**src/rtl/imem_loader.sv**
```systemverilog
// -----------------------------------------------------------------------------
// imem_loader
//
// Fills the instruction segment [BASE_ADDR, END_ADDR) of the byte-addressable
// RAM from a byte stream before the core is released from reset. Bytes are
// packed little-endian into 32-bit words and written with full-word writes.
// A trailing partial word is flushed with a halfword write, a byte write, or
// both, so no byte beyond the image length is ever written.
//
// Ports:
//   CLK         clock, all state updates on the rising edge
//   RST         synchronous active-low reset
//   start       begin a load (honoured only in IDLE or DONE)
//   s_valid     stream byte valid
//   s_ready     loader accepts a byte this cycle
//   s_data      stream byte
//   s_last      marks the final byte of the image
//   mem_addr    RAM byte address
//   mem_data    RAM write data
//   mem_w_en    RAM write enable
//   mem_sel     write mode: 00 word, 01 halfword, 10 byte
//   busy        load in progress (holds the core in reset)
//   done        load finished (level)
//   overflow    segment filled before s_last; sticky until next start
//   byte_count  bytes written in the current load
//
// Every output is a flop. The output flops are loaded from the decode of the
// next state, so each output equals the decode of the current state with no
// combinational path from the stream inputs.
// -----------------------------------------------------------------------------
module imem_loader #(
    parameter int ADDRESS_WIDTH = 32,
    parameter int DATA_WIDTH    = 32,
    parameter int BASE_ADDR     = 0,
    parameter int END_ADDR      = 128
) (
    input  logic                     CLK,
    input  logic                     RST,
    input  logic                     start,
    input  logic                     s_valid,
    output logic                     s_ready,
    input  logic [7:0]               s_data,
    input  logic                     s_last,
    output logic [ADDRESS_WIDTH-1:0] mem_addr,
    output logic [DATA_WIDTH-1:0]    mem_data,
    output logic                     mem_w_en,
    output logic [1:0]               mem_sel,
    output logic                     busy,
    output logic                     done,
    output logic                     overflow,
    output logic [ADDRESS_WIDTH-1:0] byte_count
);

    localparam logic [1:0] SEL_WW = 2'b00;
    localparam logic [1:0] SEL_WH = 2'b01;
    localparam logic [1:0] SEL_WB = 2'b10;

    typedef enum logic [2:0] {
        ST_IDLE    = 3'd0,
        ST_RECV    = 3'd1,
        ST_WRITE_W = 3'd2,
        ST_FLUSH_H = 3'd3,
        ST_FLUSH_B = 3'd4,
        ST_DONE    = 3'd5
    } state_t;

    // State registers
    state_t                   state_r;
    logic [ADDRESS_WIDTH-1:0] wr_addr_r;
    logic [31:0]              pack_buf_r;
    logic [1:0]               idx_r;
    logic                     last_seen_r;
    logic [ADDRESS_WIDTH-1:0] byte_count_r;
    logic                     overflow_r;

    // Registered outputs
    logic                     s_ready_r;
    logic                     busy_r;
    logic                     done_r;
    logic                     mem_w_en_r;
    logic [1:0]               mem_sel_r;
    logic [ADDRESS_WIDTH-1:0] mem_addr_r;
    logic [DATA_WIDTH-1:0]    mem_data_r;

    // Next-state values
    state_t                   nxt_state_s;
    logic [ADDRESS_WIDTH-1:0] nxt_wr_addr_s;
    logic [31:0]              nxt_buf_s;
    logic [1:0]               nxt_idx_s;
    logic                     nxt_last_s;
    logic [ADDRESS_WIDTH-1:0] nxt_count_s;
    logic                     nxt_ovf_s;

    // Output decode of the next state
    logic                     nxt_s_ready_s;
    logic                     nxt_busy_s;
    logic                     nxt_done_s;
    logic                     nxt_w_en_s;
    logic [1:0]               nxt_sel_s;
    logic [DATA_WIDTH-1:0]    nxt_data_s;

    // Next-state and datapath update rules of the loader FSM
    always_comb begin
        nxt_state_s   = state_r;
        nxt_wr_addr_s = wr_addr_r;
        nxt_buf_s     = pack_buf_r;
        nxt_idx_s     = idx_r;
        nxt_last_s    = last_seen_r;
        nxt_count_s   = byte_count_r;
        nxt_ovf_s     = overflow_r;
        case (state_r)
            ST_IDLE, ST_DONE: begin
                if (start) begin
                    nxt_state_s   = ST_RECV;
                    nxt_wr_addr_s = ADDRESS_WIDTH'(BASE_ADDR);
                    nxt_idx_s     = 2'd0;
                    nxt_count_s   = {ADDRESS_WIDTH{1'b0}};
                    nxt_ovf_s     = 1'b0;
                    nxt_last_s    = 1'b0;
                end else begin
                    nxt_state_s = state_r;
                end
            end
            ST_RECV: begin
                if (s_valid && s_ready_r) begin
                    nxt_buf_s[{idx_r, 3'b000} +: 8] = s_data;
                    nxt_last_s = s_last;
                    if (idx_r == 2'd3) begin
                        nxt_state_s = ST_WRITE_W;
                        nxt_idx_s   = 2'd0;
                    end else if (s_last) begin
                        // idx is kept so the flush states know the tail size
                        // (idx+1 pending bytes).
                        if (idx_r == 2'd0) begin
                            nxt_state_s = ST_FLUSH_B;
                        end else begin
                            nxt_state_s = ST_FLUSH_H;
                        end
                    end else begin
                        nxt_idx_s = idx_r + 2'd1;
                    end
                end else begin
                    nxt_state_s = ST_RECV;
                end
            end
            ST_WRITE_W: begin
                nxt_wr_addr_s = wr_addr_r + ADDRESS_WIDTH'(4);
                nxt_count_s   = byte_count_r + ADDRESS_WIDTH'(4);
                if (last_seen_r) begin
                    nxt_state_s = ST_DONE;
                end else if (wr_addr_r + ADDRESS_WIDTH'(4) == ADDRESS_WIDTH'(END_ADDR)) begin
                    nxt_state_s = ST_DONE;
                    nxt_ovf_s   = 1'b1;
                end else begin
                    nxt_state_s = ST_RECV;
                end
            end
            ST_FLUSH_H: begin
                nxt_count_s = byte_count_r + ADDRESS_WIDTH'(2);
                if (idx_r == 2'd2) begin
                    // 3-byte tail: the third byte follows as a byte write.
                    nxt_state_s   = ST_FLUSH_B;
                    nxt_wr_addr_s = wr_addr_r + ADDRESS_WIDTH'(2);
                end else begin
                    nxt_state_s = ST_DONE;
                end
            end
            ST_FLUSH_B: begin
                nxt_count_s = byte_count_r + ADDRESS_WIDTH'(1);
                nxt_state_s = ST_DONE;
            end
            default: begin
                nxt_state_s = ST_IDLE;
            end
        endcase
    end

    // Output values that the next state presents
    always_comb begin
        nxt_s_ready_s = 1'b0;
        nxt_busy_s    = 1'b0;
        nxt_done_s    = 1'b0;
        nxt_w_en_s    = 1'b0;
        nxt_sel_s     = SEL_WW;
        nxt_data_s    = {DATA_WIDTH{1'b0}};
        case (nxt_state_s)
            ST_IDLE: begin
                nxt_busy_s = 1'b0;
            end
            ST_RECV: begin
                nxt_s_ready_s = 1'b1;
                nxt_busy_s    = 1'b1;
            end
            ST_WRITE_W: begin
                nxt_busy_s = 1'b1;
                nxt_w_en_s = 1'b1;
                nxt_sel_s  = SEL_WW;
                nxt_data_s = DATA_WIDTH'(nxt_buf_s);
            end
            ST_FLUSH_H: begin
                nxt_busy_s = 1'b1;
                nxt_w_en_s = 1'b1;
                nxt_sel_s  = SEL_WH;
                nxt_data_s = DATA_WIDTH'({16'h0000, nxt_buf_s[15:0]});
            end
            ST_FLUSH_B: begin
                nxt_busy_s = 1'b1;
                nxt_w_en_s = 1'b1;
                nxt_sel_s  = SEL_WB;
                // 1-byte tail sits in lane 0, the third byte of a 3-byte tail in lane 2.
                if (nxt_idx_s == 2'd0) begin
                    nxt_data_s = DATA_WIDTH'({24'h000000, nxt_buf_s[7:0]});
                end else begin
                    nxt_data_s = DATA_WIDTH'({24'h000000, nxt_buf_s[23:16]});
                end
            end
            ST_DONE: begin
                nxt_done_s = 1'b1;
            end
            default: begin
                nxt_busy_s = 1'b0;
            end
        endcase
    end

    // State and registered-output flops with synchronous active-low reset
    always_ff @(posedge CLK) begin
        if (!RST) begin
            state_r      <= ST_IDLE;
            wr_addr_r    <= {ADDRESS_WIDTH{1'b0}};
            pack_buf_r   <= 32'h0000_0000;
            idx_r        <= 2'd0;
            last_seen_r  <= 1'b0;
            byte_count_r <= {ADDRESS_WIDTH{1'b0}};
            overflow_r   <= 1'b0;
            s_ready_r    <= 1'b0;
            busy_r       <= 1'b0;
            done_r       <= 1'b0;
            mem_w_en_r   <= 1'b0;
            mem_sel_r    <= SEL_WW;
            mem_addr_r   <= {ADDRESS_WIDTH{1'b0}};
            mem_data_r   <= {DATA_WIDTH{1'b0}};
        end else begin
            state_r      <= nxt_state_s;
            wr_addr_r    <= nxt_wr_addr_s;
            pack_buf_r   <= nxt_buf_s;
            idx_r        <= nxt_idx_s;
            last_seen_r  <= nxt_last_s;
            byte_count_r <= nxt_count_s;
            overflow_r   <= nxt_ovf_s;
            s_ready_r    <= nxt_s_ready_s;
            busy_r       <= nxt_busy_s;
            done_r       <= nxt_done_s;
            mem_w_en_r   <= nxt_w_en_s;
            mem_sel_r    <= nxt_sel_s;
            mem_addr_r   <= nxt_wr_addr_s;
            mem_data_r   <= nxt_data_s;
        end
    end

    assign s_ready    = s_ready_r;
    assign busy       = busy_r;
    assign done       = done_r;
    assign mem_w_en   = mem_w_en_r;
    assign mem_sel    = mem_sel_r;
    assign mem_addr   = mem_addr_r;
    assign mem_data   = mem_data_r;
    assign overflow   = overflow_r;
    assign byte_count = byte_count_r;

endmodule

```
**config.mk**
```make
export PLATFORM = sky130hd
export DESIGN_NAME = imem_loader
export DESIGN_NICKNAME = d
export VERILOG_FILES = /design/src/rtl/imem_loader.sv
export SDC_FILE = /design/constraint.sdc
export NUM_CORES = 1
export LEC_CHECK = 0
export ABC_AREA = 1
export BUFFER_PORTS_ARGS = -buffer_cell sky130_fd_sc_hd__buf_2
export CAP_MARGIN = 20
export CORE_MARGIN = 2
export CORE_UTILIZATION = 25
export DETAILED_ROUTE_END_ITERATION = 7
export HOLD_SLACK_MARGIN = 0.08
export PLACE_DENSITY_LB_ADDON = 0.12
export SLEW_MARGIN = 20
export SYNTH_ARGS = -nofsm -noshare
export SYNTH_HDL_FRONTEND = slang
export SYNTH_SLANG_ARGS = --single-unit
```
**constraint.sdc**
```tcl
create_clock -name CLK -period 3.5 [get_ports CLK]
set_clock_uncertainty 0.1 [all_clocks]
set_input_delay 0.35 -clock CLK [delete_from_list [all_inputs] [get_ports CLK]]
set_output_delay 0.35 -clock CLK [all_outputs]
set_load 0.1 [all_outputs]
```
* Word level (Yosys, flattened, before mapping)
Index checks and enable logic that the tools add are counted.
** Operators by class
- $add $sub $neg :: 7
- $mul :: 0
- Div/mod/pow operators :: 0
- Order comparisons :: 0
- Equality and inequality tests :: 18
- Shifts and indexed selects :: 2
- Mux-type cells :: 34
- Bitwise operators :: 0
- Reductions and logical operators :: 15
** Operator list (count)
- one-hot mux 32 bit (3 select lines) :: 2
- two-way mux 32 bit :: 4
- one-hot mux 32 bit (4 select lines) :: 1
- adder 32 x 2 -> 32 bit (second input constant) :: 2
- adder 32 x 3 -> 32 bit (second input constant) :: 2
- adder 32 x 1 -> 32 bit (second input constant) :: 1
- bitwise mux 32 bit :: 1
- equality test 32 x 8 -> 1 bit (second input constant) :: 1
- variable shift 8 x 7 -> 32 bit (first input constant) :: 1
- variable part select 8 x 7 -> 32 bit :: 1
- two-way mux 3 bit :: 7
- one-hot mux 3 bit (5 select lines) :: 1
- equality test 3 x 2 -> 1 bit (second input constant) :: 4
- equality test 3 bit (second input constant) :: 4
- != test 2 bit (second input constant) :: 5
- two-way mux 1 bit :: 9
- two-way mux 2 bit :: 4
- two-way mux 8 bit :: 1
- one-hot mux 2 bit (2 select lines) :: 2
- negation 5 -> 7 bit :: 1
- equality test 3 x 1 -> 1 bit (second input constant) :: 2
- AND reduction 3 bit :: 2
- equality test 2 bit (second input constant) :: 2
- zero test 2 bit :: 2
- other kinds (12) :: 14
** Word-level totals
- Register bits :: 141
- Bits in latches :: 0
- Memory bits (writable) :: 0
- Bits in read-only memories :: 0
- Bits of input ports :: 13
- Output and inout bits :: 103
- Word-level logic and storage cells :: 89
- Memories :: 0

* Depth between registers and ports, before layout
Gate-level depths: netlist of run 1.
- Word-level depth :: 9
- Mapped depth :: 17
- Depth with buffers taken out :: 17

* Least setup slack after synthesis of run 1
Ideal clock, no wire load.
- Kind :: register to register
- From :: reg mem_addr[3] (netlist name)
- To :: reg mem_data_r[0], in the netlist mem_data[0]
- Library setup time :: 0.056 ns
- Arrival time :: 2.871 ns
- Required time :: 3.344 ns
- Setup slack :: 0.473 ns
- Cell stages (with the launch flop) :: 18
- Buffers on the path :: 0
- Period minus slack after synthesis :: 3.027 ns
- Cells stage by stage :: dfxtp_1 ha_1 nand3_2 inv_2 nand2_1 nor2_1 nand2_1 nand2_1 nand2_1 nor2_1 nand2_1 nor2_1 nand3_2 nand2_4 nand3_4 nand2_4 nand2_1 inv_1
** RTL lines
- end signal, assigned :: line 242 : mem_data_r <= {DATA_WIDTH{1'b0}};
- end signal, assigned :: line 257 : mem_data_r <= nxt_data_s;
- end, declared :: line 83 : logic [DATA_WIDTH-1:0] mem_data_r;

==> results of run 1 <==
[worst max-delay path, stage by stage, from the launching register on]
cell and delay [ns]:
dfxtp_1 0.49, ha_1 0.30, nand3_2 0.15, nor2_2 0.22, nand2_2 0.14, xor2_1 0.19, nand2_1 0.09, nor2_1 0.16
nand2_1 0.07, nor2_1 0.15, nand3_2 0.18, nand2_4 0.18, nand3_4 0.10, nand2_4 0.13, nand2_1 0.07, inv_1 0.05
[sequential cells by signal, indices dropped and copies added, names as in the netlist]
register     count
last_seen_r      1
mem_data        32
mem_sel          2
state_r          3
s_ready          1
overflow         1
byte_count      32
busy             1
idx_r            2
mem_w_en         1
done             1
pack_buf_r      32
mem_addr        31
[routing by layer]
| metal | global-route usage [%] | wire length, um | part of all wire (%) |
|---|---|---|---|
| met5 | 0 | 0 | 0 |
| met4 | 6.35 | 627 | 1.9 |
| met3 | 3.74 | 1910 | 5.9 |
| met2 | 29.8 | 14800 | 46 |
| met1 | 24.3 | 15100 | 46 |
[layout by cell type (no fill, tap or decap), types with 6 or more instances in the layout]
cell,instances
inv_2,19
nor2_2,12
buf_4,21
o21ai_1,22
a21oi_1,81
nor2_4,7
clkinv_1,6
nand2_2,11
o21ai_0,123
nor2_1,178
xor2_1,9
a41oi_1,10
nand3_1,71
nand4_1,16
ha_1,13
o211ai_1,18
a211oi_1,7
dfxtp_1,140
nor3_1,33
o22ai_1,7
a31oi_1,12
clkbuf_16,17
nand2_1,308
buf_2,114
inv_1,164
[cell type report]
| class | count | area, um^2 |
|---|---|---|
| Tap cell | 448 | 561 |
| Clock inverter | 14 | 129 |
| Sequential cell | 140 | 2800 |
| Timing Repair Buffer | 135 | 728 |
| Multi-Input combinational cell | 992 | 4890 |
| Antenna cell | 1 | 2.50 |
| Clock buffer | 18 | 429 |
| Inverter | 190 | 714 |
| Fill cell | 3823 | 23400 |
[cells by family (layout without fill, tap and decap cells)]
kind of cell	after synthesis	in the layout	synth area share, %
DFF	140	140	32.6
adders and majority gates	13	13	1.89
AOI/OAI and AO/OA	309	309	20.7
and+or+nand+nor	659	659	33.2
xor gates and xnor gates	10	10	1.02
other	1	2	0.0436
buffers and inverters	237	357	10.6
[worst max-delay path by stage]
stage | endpoint | slack (ns) | depth (start not counted)
final | mem_data[1]$_SDFF_PN0_ | 0.67 | 15
after CTS | mem_data[4]$_SDFF_PN0_ | 0.60 | 15
after detailed placement | mem_data[4]$_SDFF_PN0_ | 0.64 | 15
after global placement | mem_data[0]$_SDFF_PN0_ | 0.64 | 15
after global routing | mem_data[1]$_SDFF_PN0_ | 0.33 | 15
after floorplan | mem_data[0]$_SDFF_PN0_ | 0.47 | 17
[stage by stage]
stage / util, % / setup slack, ns / area [um^2] / hold slack, ns
floorplan: - / 0.473 / 8610 / 0.361
global placement: 28.8 / 0.643 / 9700 / 0.386
detailed placement: 28.8 / 0.635 / 9700 / 0.387
CTS: 30.4 / 0.601 / 10300 / 0.216
global route: 30.4 / 0.327 / 10300 / 0.249
finish: 30.4 / 0.670 / 10300 / 0.241
[report_power, final]
| group | internal, W | switching, W | leakage, nW |
|---|---|---|---|
| clock network | 0.000936 | 0.000833 | 0.266 |
| logic | 0.000164 | 0.000673 | 2.88 |
| registers | 0.00165 | 0.0000946 | 1.13 |
==> flow_summary.toml, run 1 <==
[critical_path]
r2r-end = "mem_data[1]$_SDFF_PN0_"
arrival_ns = 3.12
reg2reg_slack_ns = 0.67
crit-reg2reg-launch = "mem_addr[3]$_SDFFE_PN0P_"
worst_ep_required_time_ns = 3.79
critPathKind = "reg2reg"
end_kind = "flip-flop"
rr_worst_depth = 15
crit_fanout = 10
cp-startpoint = "mem_addr[3]$_SDFFE_PN0P_"
cp-start-kind = "flip-flop"

[synthesis]
synth.cell_area_um2 = 8610
synth_top_cells_by_count = "308 x nand2_1, 178 x nor2_1, 165 x inv_1"
synth-edff-count = 0
synth_ff_type = "dfxtp_1"
ys_types = 51
synth_area_per_cell_um2 = 6.29
synth_cells = 1369
synth_seq_cells = 140
yosys.area.top_type = "dfxtp_1"
async_flop_share_pct = 0
synthTopCellsByArea = "dfxtp_1 33%, nand2_1 13%, nor2_1 7.8%, inv_1 7.2%, o21ai_0 7.2%"
yosysMostFrequentCell = "nand2_1"
syn-num-nets = 1395
yosysTopAreaCellShare_pct = 32.6
yosysSeqAreaShare_pct = 32.6
yosys_warnings = 0

[drt]
drc_errors = 0
antenna_left = 0
via_count = 9338
drt-wirelength-per-cell_um = 16.8
dr.pass1.iters = 5
first_iter_violations = 599
vias_per_cell = 4.82
totalWireLength_um = 32500

[clock_tree]
numClockSinks = 140
htree_levels = 4
cts_buffer_depth = 2
ctsResizeCount = 0
cts_tree = "yes"
clkSlewWorstSetupHoldPaths_ns = 0.07
clock_latency_ns = 0.44
cts_hold_buf = 0
cts_root_buf = "clkbuf_16"
cts_setup_buffers = 0
numCtsBuffers = 17

[place]
gp_congestion = 0.887
dp_hpwl_um = 24300
port_buffers = 114
dp_cells = 1905

[power]
p_leak_nw = 4.28
power.density_nw_per_um2 = 424
ir_drop_mv = 0.399
finalPower_w = 0.00435

[floorplanning]
ios = 116
die-height_um = 190
dieArea_um2 = 35900
initial_utilization_pct = 25.5
core_area_um2 = 33700
rows = 67
die_x_um = 190

[status]
status = "complete, no violations"

[timing]
min_period_ns = 2.83
hold_viol_final = 0
setup_violations = 0
rsz0062_at_grt = "false"
clock.fmax_mhz = 353
tightestPinTransition_ns = 0.774
final_max_slew_viol_count = 0
tns_ns = 0
layout_worst_path_cycle_share_pct = 80.8
slew_headroom_pct = 48.4

[hold_path]
hp-class = "in2reg"
hold_end = "pack_buf_r[18]$_SDFF_PN0_"
hp-start = "s_data[2]"
whs_path_depth = 5

[layout]
syn_to_final_growth_pct = 19.2
nNetsFinal = 1502
stdcell_count = 1938
drive_gt1_share_pct = 15.6

[global_route]
overflow = 0
antenna_found_initial = 1
grt_pass1_wl_um = 51200
grt_max_degree = 36
grt_pass1_vias = 9083
grt_use_total_pct = 18.4

[run]
cap_violations = 0
Note: power is estimated with default switching activity, not from simulation.
==> inputs of run 2 (changes only) <==
clock period = 2.65 ns   (was 3.5 ns; I/O delays follow)
==> flow_summary.toml, run 2 (synthesized netlist as in run 1, its figures left out) <==
[critical_path]
worst_ep_required_time_ns = 2.89
cp_slowest_cell = "a311oi_2"
crit-reg2reg-launch = "state_r[0]$_SDFF_PN0_"
arrival_ns = 2.73
cp-start-kind = "flip-flop"
worstPathCellList = "inv_2 -> buf_4 -> nand2_2 -> buf_4 -> nor2_1 -> a311oi_2 -> nand2_4 -> nand3_4 -> nand2_2 -> nand2_1 -> inv_1"
crit_fanout = 15
cp-startpoint = "state_r[0]$_SDFF_PN0_"
end_kind = "flip-flop"
critPathMaxStageDelay_ns = 0.56
critPathKind = "reg2reg"

[power]
intPower_w = 0.00385
pwr-share-comb_pct = 19.8
p_seq_share_pct = 38.6
p_leak_nw = 4.50
clkPwrFrac_pct = 41.6
power.density_nw_per_um2 = 557
p_sw_w = 0.00212
sw_frac_of_total_pct = 35.5
ir_drop_mv = 0.515

[timing]
setup_violations = 0
final_max_slew_viol_count = 0
layout_worst_path_cycle_share_pct = 94.1
hold_viol_final = 0
tns_ns = 0
tightestPinTransition_ns = 0.593
slew_headroom_pct = 60.4
min_period_ns = 2.49
clock.fmax_mhz = 401

[drt]
totalWireLength_um = 33600
vias_per_cell = 4.76
via_count = 9388
drc_errors = 0
first_iter_violations = 601
antenna_left = 0
drt-wirelength-per-cell_um = 17.0
dr.pass1.iters = 7

[place]
placed_cell_area_um2 = 9990
port_buffers = 114
gp_congestion = 0.873
dp_hpwl_um = 24800

[floorplanning]
die_x_um = 190
ios = 116
dieArea_um2 = 35900
initial_utilization_pct = 25.5
core_area_um2 = 33700
rows = 67
die-height_um = 190

[clock_tree]
numClockSinks = 140
clock_latency_ns = 0.44
clkSlewWorstSetupHoldPaths_ns = 0.07
cts_tree = "yes"
cts_root_buf = "clkbuf_16"
htree_levels = 4
cts_buffer_depth = 2
numCtsBuffers = 17

[layout]
syn_to_final_growth_pct = 24.5
layout_common_cells = "306 x nand2_1, 169 x nor2_1, 164 x inv_1, 122 x o21ai_0, 114 x buf_2"
final_common_cell = "nand2_1"
nNetsFinal = 1535
drive_gt1_share_pct = 20.4
fin_area_um2 = 10700

[global_route]
grt_use_total_pct = 18.9
grt_max_degree = 62
overflow = 0
antenna_found_initial = 1
grt_pass1_vias = 9040
grt_pass1_wl_um = 52300

[run]
cap_violations = 0

[status]
status = "complete, no violations"

[hold_path]
hp-start = "s_data[4]"
hp-class = "in2reg"
run 2: cell count changes in the layout (fill, tap and decap cells not counted), sizes merged, moves of 2 or more:
cell	previous run	this run
buf	135	165
bufinv	0	2
clkinv	10	12
clkinvlp	3	1
inv	191	188
nand2	321	323
run 2: final timing paths:
kind	end	slack, ns	cells past startpoint
max reg2reg	mem_data[6]$_SDFF_PN0_	0.16	11
min reg2reg	pack_buf_r[4]$_SDFF_PN0_	0.40	2
min	pack_buf_r[4]$_SDFF_PN0_	0.14	5
max	mem_data[6]$_SDFF_PN0_	0.16	11
run 2: through the flow:
stage,std cells,hold slack [ns],util (%),worst slack (ns),total power [W]
CTS,1967,0.126,31.4,0.0728,0.00603
detailed placement,1934,0.389,29.7,0.102,0.00351
finish,1971,0.144,31.8,0.156,0.00597
floorplan,1369,0.328,-,0.000143,0.00318
global placement,1934,0.386,29.7,0.128,0.00351
global route,1970,0.176,31.8,-0.00590,0.00624
run 2: layer usage:
metal | global-route usage (%) | up-vias | share of wire (%)
li1 | - | 4793 | -
met5 | 0 | - | 0
met4 | 6.17 | 0 | 2.1
met1 | 25.7 | 4318 | 48
met3 | 2.69 | 40 | 4.1
met2 | 30.6 | 237 | 46
run 2: cell type report:
type	count	area [um^2]
Timing Repair Buffer	166	1000
Antenna cell	1	2.50
Multi-Input combinational cell	994	4990
Fill cell	3785	23000
Inverter	190	717
Clock buffer	19	433
Sequential cell	140	2850
Clock inverter	13	158
Tap cell	448	561
run 2: critical path: cells and delay by family (launching register included):
family / cells / cell delay, ns
and+or+nand+nor: 6 / 0.69
DFF: 1 / 0.48
buffers and inverters: 4 / 0.54
AOI/OAI and AO/OA: 1 / 0.56
run 2: repair_timing:
item,in CTS,in global routing
setup buffers,0,1
hold buffers,1,0
resized for setup,0,28
setup endpoints to repair,0,19
hold endpoints to repair,1,0
run 2: power groups by stage:
stage / sequential [W] / clock, W / combinational, W
final: 0.00230 / 0.00249 / 0.00118
after global routing: 0.00231 / 0.00264 / 0.00128
after CTS: 0.00230 / 0.00256 / 0.00117
after detailed placement: 0.00234 / 0 / 0.00117
after global placement: 0.00235 / 0 / 0.00117
after floorplan: 0.00272 / 0 / 0.000457
